===== src/rtl/m_lsu_pkg.sv =====
// Shared types and constants for the M-stage load/store unit.
// Holds the size codes, FSM states, CP0 exception codes and latched request bundle.
package m_lsu_pkg;

    typedef enum logic [1:0] {
        SIZE_B   = 2'b00,
        SIZE_H   = 2'b01,
        SIZE_W   = 2'b10,
        SIZE_RSV = 2'b11
    } size_e;

    typedef enum logic [1:0] {
        IDLE   = 2'b00,
        ACCESS = 2'b01,
        RESP   = 2'b10
    } state_e;

    localparam logic [4:0] EXC_ADEL = 5'd4;
    localparam logic [4:0] EXC_ADES = 5'd5;
    localparam logic [4:0] EXC_DBE  = 5'd7;

    // Fields needed after accept to steer and extend the load data
    typedef struct packed {
        logic       we;
        logic       sgn;
        logic [1:0] size;
        logic [1:0] lo;
    } lsu_req_t;

endpackage


===== src/rtl/m_lsu_lane.sv =====
// Byte-lane steering: enables, store replication, alignment check, load extension.
// Purely combinational; request side and load side are independent.
module m_lsu_lane
    import m_lsu_pkg::*;
(
    input  logic [1:0]  size,
    input  logic [1:0]  lo,
    input  logic [31:0] wdata,
    output logic [3:0]  be,
    output logic [31:0] wdata_rep,
    output logic        misalign,
    input  logic [1:0]  ld_size,
    input  logic [1:0]  ld_lo,
    input  logic        ld_signed,
    input  logic [31:0] ld_data,
    output logic [31:0] ld_ext
);

    logic [7:0]  ld_b;
    logic [15:0] ld_h;

    always_comb begin
        be        = 4'b0000;
        wdata_rep = wdata;
        misalign  = 1'b0;
        unique case (size)
            SIZE_B: begin
                be        = 4'b0001 << lo;
                wdata_rep = {4{wdata[7:0]}};
            end
            SIZE_H: begin
                be        = lo[1] ? 4'b1100 : 4'b0011;
                wdata_rep = {2{wdata[15:0]}};
                misalign  = lo[0];
            end
            SIZE_W: begin
                be       = 4'b1111;
                misalign = |lo;
            end
            default: begin
                misalign = 1'b1;
            end
        endcase
    end

    always_comb begin
        ld_b   = ld_data[{ld_lo, 3'b000} +: 8];
        ld_h   = ld_lo[1] ? ld_data[31:16] : ld_data[15:0];
        ld_ext = ld_data;
        unique case (ld_size)
            SIZE_B:  ld_ext = {{24{ld_signed & ld_b[7]}}, ld_b};
            SIZE_H:  ld_ext = {{16{ld_signed & ld_h[15]}}, ld_h};
            default: ld_ext = ld_data;
        endcase
    end

endmodule


===== src/rtl/m_lsu.sv =====
// M-stage load/store unit: request FSM, bus handshake with timeout,
// address/bus-error exceptions and flush-kill of the in-flight access.
module m_lsu
    import m_lsu_pkg::*;
#(
    parameter int ADDR_W      = 32,
    parameter int TIMEOUT_CYC = 15
) (
    input  logic              clk,
    input  logic              reset,
    input  logic              req_valid,
    output logic              req_ready,
    input  logic              req_we,
    input  logic [1:0]        req_size,
    input  logic              req_signed,
    input  logic [ADDR_W-1:0] req_addr,
    input  logic [31:0]       req_wdata,
    input  logic              flush,
    output logic              stall,
    output logic              rsp_valid,
    output logic [31:0]       rsp_rdata,
    output logic              exc_valid,
    output logic [4:0]        exc_code,
    output logic              bus_req,
    output logic              bus_we,
    output logic [ADDR_W-1:0] bus_addr,
    output logic [3:0]        bus_be,
    output logic [31:0]       bus_wdata,
    input  logic              bus_ack,
    input  logic [31:0]       bus_rdata
);

    localparam logic [7:0] CNT_MAX = 8'(TIMEOUT_CYC - 1);

    state_e     state, state_n;
    logic [7:0] cnt;
    logic       kill;
    lsu_req_t   lat;

    logic       accept;
    logic       timeout;
    logic       drop;
    logic [3:0] be_c;
    logic [31:0] wd_c;
    logic       mis_c;
    logic [31:0] ld_c;

    m_lsu_lane u_lane (
        .size      (req_size),
        .lo        (req_addr[1:0]),
        .wdata     (req_wdata),
        .be        (be_c),
        .wdata_rep (wd_c),
        .misalign  (mis_c),
        .ld_size   (lat.size),
        .ld_lo     (lat.lo),
        .ld_signed (lat.sgn),
        .ld_data   (bus_rdata),
        .ld_ext    (ld_c)
    );

    assign req_ready = (state == IDLE);
    assign bus_req   = (state == ACCESS);
    // A flush in the completing cycle still kills the response
    assign drop      = kill | flush;

    always_comb begin
        stall = 1'b0;
        unique case (state)
            IDLE:    stall = req_valid;
            ACCESS:  stall = 1'b1;
            default: stall = 1'b0;
        endcase
    end

    always_comb begin
        state_n = state;
        accept  = 1'b0;
        timeout = 1'b0;
        unique case (state)
            IDLE: begin
                if (req_valid && !flush) begin
                    accept  = 1'b1;
                    state_n = mis_c ? RESP : ACCESS;
                end
            end
            ACCESS: begin
                if (bus_ack) begin
                    state_n = RESP;
                end else if (cnt == CNT_MAX) begin
                    timeout = 1'b1;
                    state_n = RESP;
                end
            end
            RESP: begin
                state_n = IDLE;
            end
            default: begin
                state_n = IDLE;
            end
        endcase
    end

    always_ff @(posedge clk or posedge reset) begin
        if (reset) begin
            state     <= IDLE;
            cnt       <= '0;
            kill      <= 1'b0;
            lat       <= '0;
            rsp_valid <= 1'b0;
            rsp_rdata <= '0;
            exc_valid <= 1'b0;
            exc_code  <= '0;
            bus_we    <= 1'b0;
            bus_addr  <= '0;
            bus_be    <= '0;
            bus_wdata <= '0;
        end else begin
            state     <= state_n;
            rsp_valid <= 1'b0;
            rsp_rdata <= '0;
            exc_valid <= 1'b0;
            exc_code  <= '0;
            unique case (state)
                IDLE: begin
                    kill <= 1'b0;
                    cnt  <= '0;
                    if (accept && mis_c) begin
                        rsp_valid <= 1'b1;
                        exc_valid <= 1'b1;
                        exc_code  <= req_we ? EXC_ADES : EXC_ADEL;
                    end else if (accept) begin
                        lat.we    <= req_we;
                        lat.sgn   <= req_signed;
                        lat.size  <= req_size;
                        lat.lo    <= req_addr[1:0];
                        bus_we    <= req_we;
                        bus_addr  <= {req_addr[ADDR_W-1:2], 2'b00};
                        bus_be    <= be_c;
                        bus_wdata <= wd_c;
                    end
                end
                ACCESS: begin
                    if (flush) begin
                        kill <= 1'b1;
                    end
                    if (bus_ack) begin
                        rsp_valid <= !drop;
                        if (!drop && !lat.we) begin
                            rsp_rdata <= ld_c;
                        end
                    end else if (timeout) begin
                        rsp_valid <= !drop;
                        exc_valid <= !drop;
                        if (!drop) begin
                            exc_code <= EXC_DBE;
                        end
                    end else begin
                        cnt <= cnt + 8'd1;
                    end
                end
                RESP: begin
                    kill <= 1'b0;
                end
                default: begin
                    kill <= 1'b0;
                end
            endcase
        end
    end

endmodule


===== config.mk =====
export PLATFORM = sky130hd
export DESIGN_NAME = m_lsu
export DESIGN_NICKNAME = d
export VERILOG_FILES = /design/src/rtl/m_lsu_pkg.sv /design/src/rtl/m_lsu_lane.sv /design/src/rtl/m_lsu.sv
export SDC_FILE = /design/constraint.sdc
export NUM_CORES = 1
export LEC_CHECK = 0
export ABC_AREA = 1
export BUFFER_PORTS_ARGS = -buffer_cell sky130_fd_sc_hd__buf_2
export CAP_MARGIN = 20
export CELL_PAD_IN_SITES_DETAIL_PLACEMENT = 1
export CELL_PAD_IN_SITES_GLOBAL_PLACEMENT = 1
export CORE_MARGIN = 10
export CORE_UTILIZATION = 25
export CTS_CLUSTER_DIAMETER = 60
export DETAILED_ROUTE_END_ITERATION = 10
export PLACE_DENSITY_LB_ADDON = 0.1
export SLEW_MARGIN = 20
export SYNTH_ARGS = -nofsm -noshare
export SYNTH_HDL_FRONTEND = slang
export SYNTH_SLANG_ARGS = --single-unit

===== constraint.sdc =====
create_clock -name clk -period 3.8 [get_ports clk]
set_clock_uncertainty 0.15 [all_clocks]
set_input_delay 0.38 -clock clk [delete_from_list [all_inputs] [get_ports clk]]
set_output_delay 0.38 -clock clk [all_outputs]
set_load 0.02 [all_outputs]

==> impl_metrics.env, run 1 <==
export IMPL_setup_violations=0
export IMPL_grt_usage=0.140
export IMPL_seqPwrFrac=0.372
export IMPL_placed_cell_area_um2=6710
export IMPL_min_period_ps=2340
export IMPL_viasPerCell=4.37
export IMPL_clk_pin_slew_ps=50
export IMPL_required_ps=3970
export IMPL_fillers=2664
export IMPL_hold_viol=0
export IMPL_reg2reg_to="rsp_rdata[31]"
export IMPL_cts_htree_levels=4
export IMPL_ys_flop_type="dfrtp_1"
export IMPL_ys_seq_elements=119
export IMPL_crit_path_start="lat[3]"
export IMPL_postCtsHoldBufs=0
export IMPL_place_congestion=0.758
export IMPL_clock_latency_ps=400
export IMPL_reg2reg_from="lat[3]"
export IMPL_cts_tree="done"
export IMPL_cts_buffers=17
export IMPL_grt_overflow_total=0
export IMPL_cp_arrival_ps=2520
export IMPL_layoutNonFillerInstCount=1159
export IMPL_path_common_cell="nand2_1"
export IMPL_cts_sinks=119
export IMPL_drt_iter0_markers=159
export IMPL_diodes=0
export IMPL_finalSetupTns_ps=0
export IMPL_fin_area_um2=7310
export IMPL_io_pins=216
export IMPL_ys_types=34
export IMPL_crit_slowest_cell="dfrtp_1"
export IMPL_worst_ir_drop_vdd_uv=275
export IMPL_rows=54
export IMPL_fp_dieArea_um2=28200
export IMPL_reg2reg_depth=9
export IMPL_grt_pass1_vias=5702
export IMPL_swShare=0.347
export IMPL_first_pass_iters=5
export IMPL_status="complete, no violations"
export IMPL_timing_fmax_mhz=427
export IMPL_finalNetCount=973
export IMPL_ys_warn_count=0
export IMPL_wl_mm=19.7
export IMPL_die_x_um=168
export IMPL_initial_core_util=0.253
export IMPL_hold_path_class="in2async"
export IMPL_cp_end_kind="flip-flop"
export IMPL_vias=5060
export IMPL_worstSetupPathType="reg2reg"
export IMPL_io_buffers=211
export IMPL_switchingPower_uw=1540
export IMPL_p_leak_uw=0.00406
export IMPL_synth_cells=663
export IMPL_cts_setup_buffers=0
export IMPL_dp_cells=1127
export IMPL_worstSetupStartpointType="flip-flop"
export IMPL_comb_power_share=0.256
export IMPL_detailed_place_hpwl_mm=15.0
export IMPL_cts_resized=0
export IMPL_post_place_ws_ps=1390
export IMPL_die_h_um=168
export IMPL_worst_slack_ps=1460
export IMPL_wl_per_cell_um=17.0
export IMPL_cts_buffer_depth=2
export IMPL_cts_root_buf="clkbuf_16"
export IMPL_cpPeakStageDelay_ps=540
export IMPL_power_uw=4450
export IMPL_drcViolationCount=0
export IMPL_grt_max_degree=71
export IMPL_synthToLayoutAreaGrowth_pct=33.4
export IMPL_core_um2=21700
export IMPL_crit_chain="inv_2 > nand2_1 > nor2_1 > nand2_1 > nand2_2 > nand2_1 > nand3_1 > nand2_2 > nor2_1"
export IMPL_syn_cell_area_um2=5480
export IMPL_drv_slew=0
export IMPL_synth_edff_count=0
export IMPL_drive_gt1_frac=0.322
export IMPL_grt_setup_unrepaired="false"
export IMPL_async_flop_share=1.00
export IMPL_maxSlewHeadroom=0.388
export IMPL_r2r_slack_ps=1460
export IMPL_post_route_period_util=0.616
export IMPL_tightest_slew_ps=918
export IMPL_power_frac_clock=0.371
export IMPL_p_int_uw=2900
export IMPL_syn_avg_cell_area_um2=8.27
export IMPL_drv_cap=0
export IMPL_crit_fanout=27
export IMPL_ant_nets=0
export IMPL_p_per_area_nw_per_um2=608
export IMPL_seq_area_frac_synth=0.543
export IMPL_cp_endpoint="rsp_rdata[31]"
export IMPL_antenna_found_initial=0
export IMPL_grt_first_pass_wirelength_mm=31.5
[power by group through the flow]
stage	Combinational [uW]	Sequential, uW	Clock (uW)
3_3_place_gp	1140	1670	0
2_1_floorplan	485	1890	0
6_report	1140	1660	1650
3_5_place_dp	1170	1680	0
4_1_cts	1170	1660	1700
5_1_grt	1280	1690	1770
[worst max-delay path, delay by kind of cell, from the launching register on]
family / cells / cell delay, ps
AND/OR/NAND/NOR: 8 / 1110
flip-flops: 1 / 540
buffers and inverters: 1 / 450
[per-layer routing]
metal / GRT usage / part of all wire / vias up
li1: - / - / 2478
met1: 0.164 / 0.43 / 2429
met5: 0 / 0 / -
met3: 0.0512 / 0.064 / 21
met2: 0.232 / 0.49 / 132
met4: 0.0420 / 0.016 / 0
[cells by family after synthesis]
logic type,count (synthesis),share of synthesized area
simple gates,361,0.271
compound gates,101,0.105
fa+ha+maj,2,0.00456
flops,119,0.543
other cells,1,0.000684
buf+inv,78,0.0737
mux,1,0.00183
[per-stage QoR]
stage	util	hold slack, ps
6_report	0.337	11.4
5_1_grt	0.337	7.99
4_1_cts	0.337	2.15
3_5_place_dp	0.309	305
3_3_place_gp	0.309	300
2_1_floorplan	-	300
[layout by cell type (no fill, tap or decap), types with 2 or more instances in the layout]
master and count:
a21boi_0 8, a21oi_1 19, a21oi_2 3, a31oi_1 2, buf_2 211, buf_4 4
bufinv_16 3, clkbuf_1 2, clkbuf_16 17, clkinv_2 3, clkinv_4 2, clkinvlp_4 4
conb_1 4, dfrtp_1 119, ha_1 2, inv_1 38, inv_2 3, inv_4 2
nand2_1 274, nand2_2 4, nand3_1 19, nand3b_1 2, nor2_1 36, nor2_2 11
nor2_4 3, o211ai_1 7, o21a_1 3, o21ai_0 49, o21ai_1 7, or2_2 9
[cells in the mapped netlist (2+ instances only)]
library cell | number | area share
nand2_1 | 274 | 0.19
dfrtp_1 | 119 | 0.54
o21ai_0 | 49 | 0.045
inv_1 | 39 | 0.027
nor2_1 | 36 | 0.025
a21oi_1 | 19 | 0.017
nand3_1 | 19 | 0.017
buf_2 | 12 | 0.011
nor2_2 | 11 | 0.013
buf_4 | 9 | 0.012
or2_2 | 9 | 0.010
a21boi_0 | 8 | 0.011
buf_6 | 8 | 0.016
o211ai_1 | 7 | 0.0096
o21ai_1 | 7 | 0.0064
nand2_2 | 4 | 0.0046
a21oi_2 | 3 | 0.0048
buf_1 | 3 | 0.0021
clkbuf_1 | 3 | 0.0021
inv_2 | 3 | 0.0021
nor2_4 | 3 | 0.0062
o21a_1 | 3 | 0.0041
a31oi_1 | 2 | 0.0023
ha_1 | 2 | 0.0046
nand3b_1 | 2 | 0.0027
[state kept, by name, summed over array words and instances, names as in the netlist]
signal,flops
bus_wdata,32
kill,1
rsp_rdata,32
cnt,8
rsp_valid,1
exc_code,3
bus_be,4
lat,6
bus_addr,30
state,2
[worst min path at each step]
stage	endpoint	cells after the start	slack, ps	from
finish	rsp_rdata[7]	2	10	reset
global route	bus_addr[5]	3	8	req_addr[5]
CTS	bus_addr[13]	3	2	req_addr[13]
detailed placement	bus_addr[15]	2	300	bus_addr[15]
global placement	bus_addr[28]	2	300	bus_addr[28]
floorplan	exc_code[1]	1	300	bus_ack
[layout make-up]
| cell class | count | area [um2] | share of cell area |
|---|---|---|---|
| timing repair buffer | 216 | 1110 | 0.151 |
| multi-input combinational | 469 | 2110 | 0.289 |
| inverter | 43 | 166 | 0.0228 |
| clock inverter | 12 | 153 | 0.0209 |
| clock buffer | 20 | 447 | 0.0611 |
| tap | 280 | 350 | 0.0479 |
| sequential | 119 | 2980 | 0.407 |
Power figures use the tool's default switching activity.
==> run 2: changes to the inputs <==
==> constraint.sdc (replaced) <==
create_clock -name clk -period 2 [get_ports clk]
set_clock_uncertainty 0.15 [all_clocks]
set_input_delay 0.2 -clock clk [delete_from_list [all_inputs] [get_ports clk]]
set_output_delay 0.2 -clock clk [all_outputs]
set_load 0.02 [all_outputs]
==> run 2 against run 1 <==
Compared with the run above:
- sequential power grew 86%
- register-to-register slack lost 1200 ps
- clock power grew 72%
- worst setup slack lost 1300 ps
- first-iteration DRC count grew 12%
- clock-buffer cell count grew 2
- power grew 89%
- cell count grew 9.6%
- largest power group unchanged
==> impl_metrics.env, run 2 (synthesis gave the netlist of run 1 again) <==
export IMPL_status="complete, no violations"
export IMPL_viasPerCell=4.30
export IMPL_seq_area_um2=2980
export IMPL_place_congestion=0.772
export IMPL_grt_busiest_layer="met2"
export IMPL_top_regs="bus_wdata x32, rsp_rdata x32, bus_addr x30"
export IMPL_worstSetupPathType="in2reg"
export IMPL_met1_usage=0.165
export IMPL_seqPwrFrac=0.367
export IMPL_antenna_found_initial=1
export IMPL_drcViolationCount=0
export IMPL_p_int_uw=5470
export IMPL_switchingPower_uw=2930
export IMPL_synthToLayoutAreaGrowth_pct=52.8
export IMPL_cp_arrival_ps=2030
export IMPL_finalNetCount=1083
export IMPL_crit_fanout=11
export IMPL_io_buffers=211
export IMPL_reg2reg_from="kill"
export IMPL_cts_htree_levels=4
export IMPL_drv_cap=0
export IMPL_cts_tree="done"
export IMPL_crit_path_start="flush"
export IMPL_clk_pin_slew_ps=50
export IMPL_rows=54
export IMPL_r2r_slack_ps=260
export IMPL_post_route_period_util=0.928
export IMPL_cts_buffers=17
export IMPL_io_pins=216
export IMPL_comb_power_share=0.294
export IMPL_power_frac_clock=0.338
export IMPL_setup_violations=0
export IMPL_required_ps=2170
export IMPL_cts_setup_buffers=0
export IMPL_holdPathStages=5
export IMPL_layoutNonFillerInstCount=1270
export IMPL_crit_slowest_cell="dlygate4sd3_1"
export IMPL_p_per_area_nw_per_um2=1000
export IMPL_drt_iter0_markers=178
export IMPL_core_um2=21700
export IMPL_grt_pass1_vias=6342
export IMPL_wl_per_cell_um=16.4
export IMPL_initial_core_util=0.253
export IMPL_whs_endpoint="rsp_rdata[6]"
export IMPL_ant_nets=0
export IMPL_drv_slew=0
export IMPL_cpPeakStageDelay_ps=550
export IMPL_hold_viol=0
export IMPL_vias=5467
export IMPL_cts_sinks=119
export IMPL_final_common_cell="nand2_1"
export IMPL_wl_mm=20.8
export IMPL_min_period_ps=1860
export IMPL_use_met2=0.260
export IMPL_grt_use_met3=0.0538
export IMPL_clock_latency_ps=400
export IMPL_dp_cells=1138
export IMPL_timing_fmax_mhz=539
export IMPL_worstSetupStartpointType="input port"
export IMPL_reg2reg_to="rsp_rdata[9]"
export IMPL_min_from="bus_rdata[6]"
export IMPL_cts_buffer_depth=2
export IMPL_detailed_place_hpwl_mm=15.2
export IMPL_die_h_um=168
export IMPL_grt_overflow_total=0
export IMPL_finalSetupTns_ps=0
export IMPL_fillers=2644
export IMPL_grt_setup_unrepaired="false"
export IMPL_worst_ir_drop_vdd_uv=590
export IMPL_cp_end_kind="flip-flop"
export IMPL_hold_path_class="in2reg"
export IMPL_crit_chain="dlygate4sd3_1 > buf_2 > nor2_1 > inv_1 > nor3_4 > buf_4 > o21ai_0 > a21oi_1"
export IMPL_drive_gt1_frac=0.296
export IMPL_first_pass_iters=4
export IMPL_grt_first_pass_wirelength_mm=34.0
export IMPL_die_x_um=168
export IMPL_multi_input_comb_area_um2=2120
export IMPL_reg2reg_depth=6
export IMPL_grt_usage=0.148
export IMPL_p_leak_uw=0.00453
export IMPL_grt_max_degree=71
export IMPL_fp_dieArea_um2=28200
export IMPL_final_cell_mix="274 x nand2_1, 211 x buf_2, 119 x dfrtp_1"
export IMPL_cts_root_buf="clkbuf_16"
export IMPL_swShare=0.348
run 2: metal layers:
layer / wire length (um) / up-vias
li1: - / 2704
met3: 1370 / 20
met1: 8620 / 2623
met5: 0 / -
met4: 342 / 0
met2: 10500 / 120
run 2: area by class of cell:
class                   count  share of cell area
diodes                      2            0.000598
clock buffers              22              0.0554
clock inverters             9             0.00926
inverters                  43              0.0200
multi-input cells         469               0.253
flip-flops and latches    119               0.356
well taps                 280              0.0418
repair buffers            326               0.265
run 2: repair_timing:
item,in CTS,in global routing
hold buffers,99,0
hold endpoints to repair,215,0
gates resized for setup,0,1
setup endpoints to repair,0,10
run 2: power groups by stage:
stage / combinational [uW] / sequential (uW) / clock [uW]
2_1_floorplan: 923 / 3590 / 0
3_3_place_gp: 2320 / 3100 / 0
3_5_place_dp: 2360 / 3120 / 0
4_1_cts: 2520 / 3090 / 2950
5_1_grt: 2750 / 3150 / 3070
6_report: 2470 / 3080 / 2840
run 2: worst max-delay path by stage:
stage,to,slack [ps]
after global placement,rsp_rdata[31],270
after CTS,rsp_rdata[20],50
after detailed placement,rsp_rdata[20],150
after global routing,rsp_rdata[12],0.07
final,rsp_rdata[9],140
after floorplan,bus_addr[10],190
run 2: through the flow:
| stage | total power [uW] | util | setup slack (ps) | hold WS, ps | instance area (um2) |
|---|---|---|---|---|---|
| final | 8400 | 0.386 | 144 | 5.10 | 8380 |
| after global routing | 8970 | 0.386 | 0.0726 | 26.7 | 8370 |
| after CTS | 8560 | 0.386 | 52.8 | 0.328 | 8370 |
| after global placement | 5420 | 0.315 | 270 | -47.8 | 6830 |
| after floorplan | 4510 | - | 195 | 120 | 5500 |
| after detailed placement | 5480 | 0.315 | 152 | -50.5 | 6830 |
run 2: critical path, delay by kind of cell:
| family | cells | cell delay (ps) |
|---|---|---|
| buf+inv | 4 | 1070 |
| compound gates | 2 | 240 |
| simple gates | 2 | 520 |
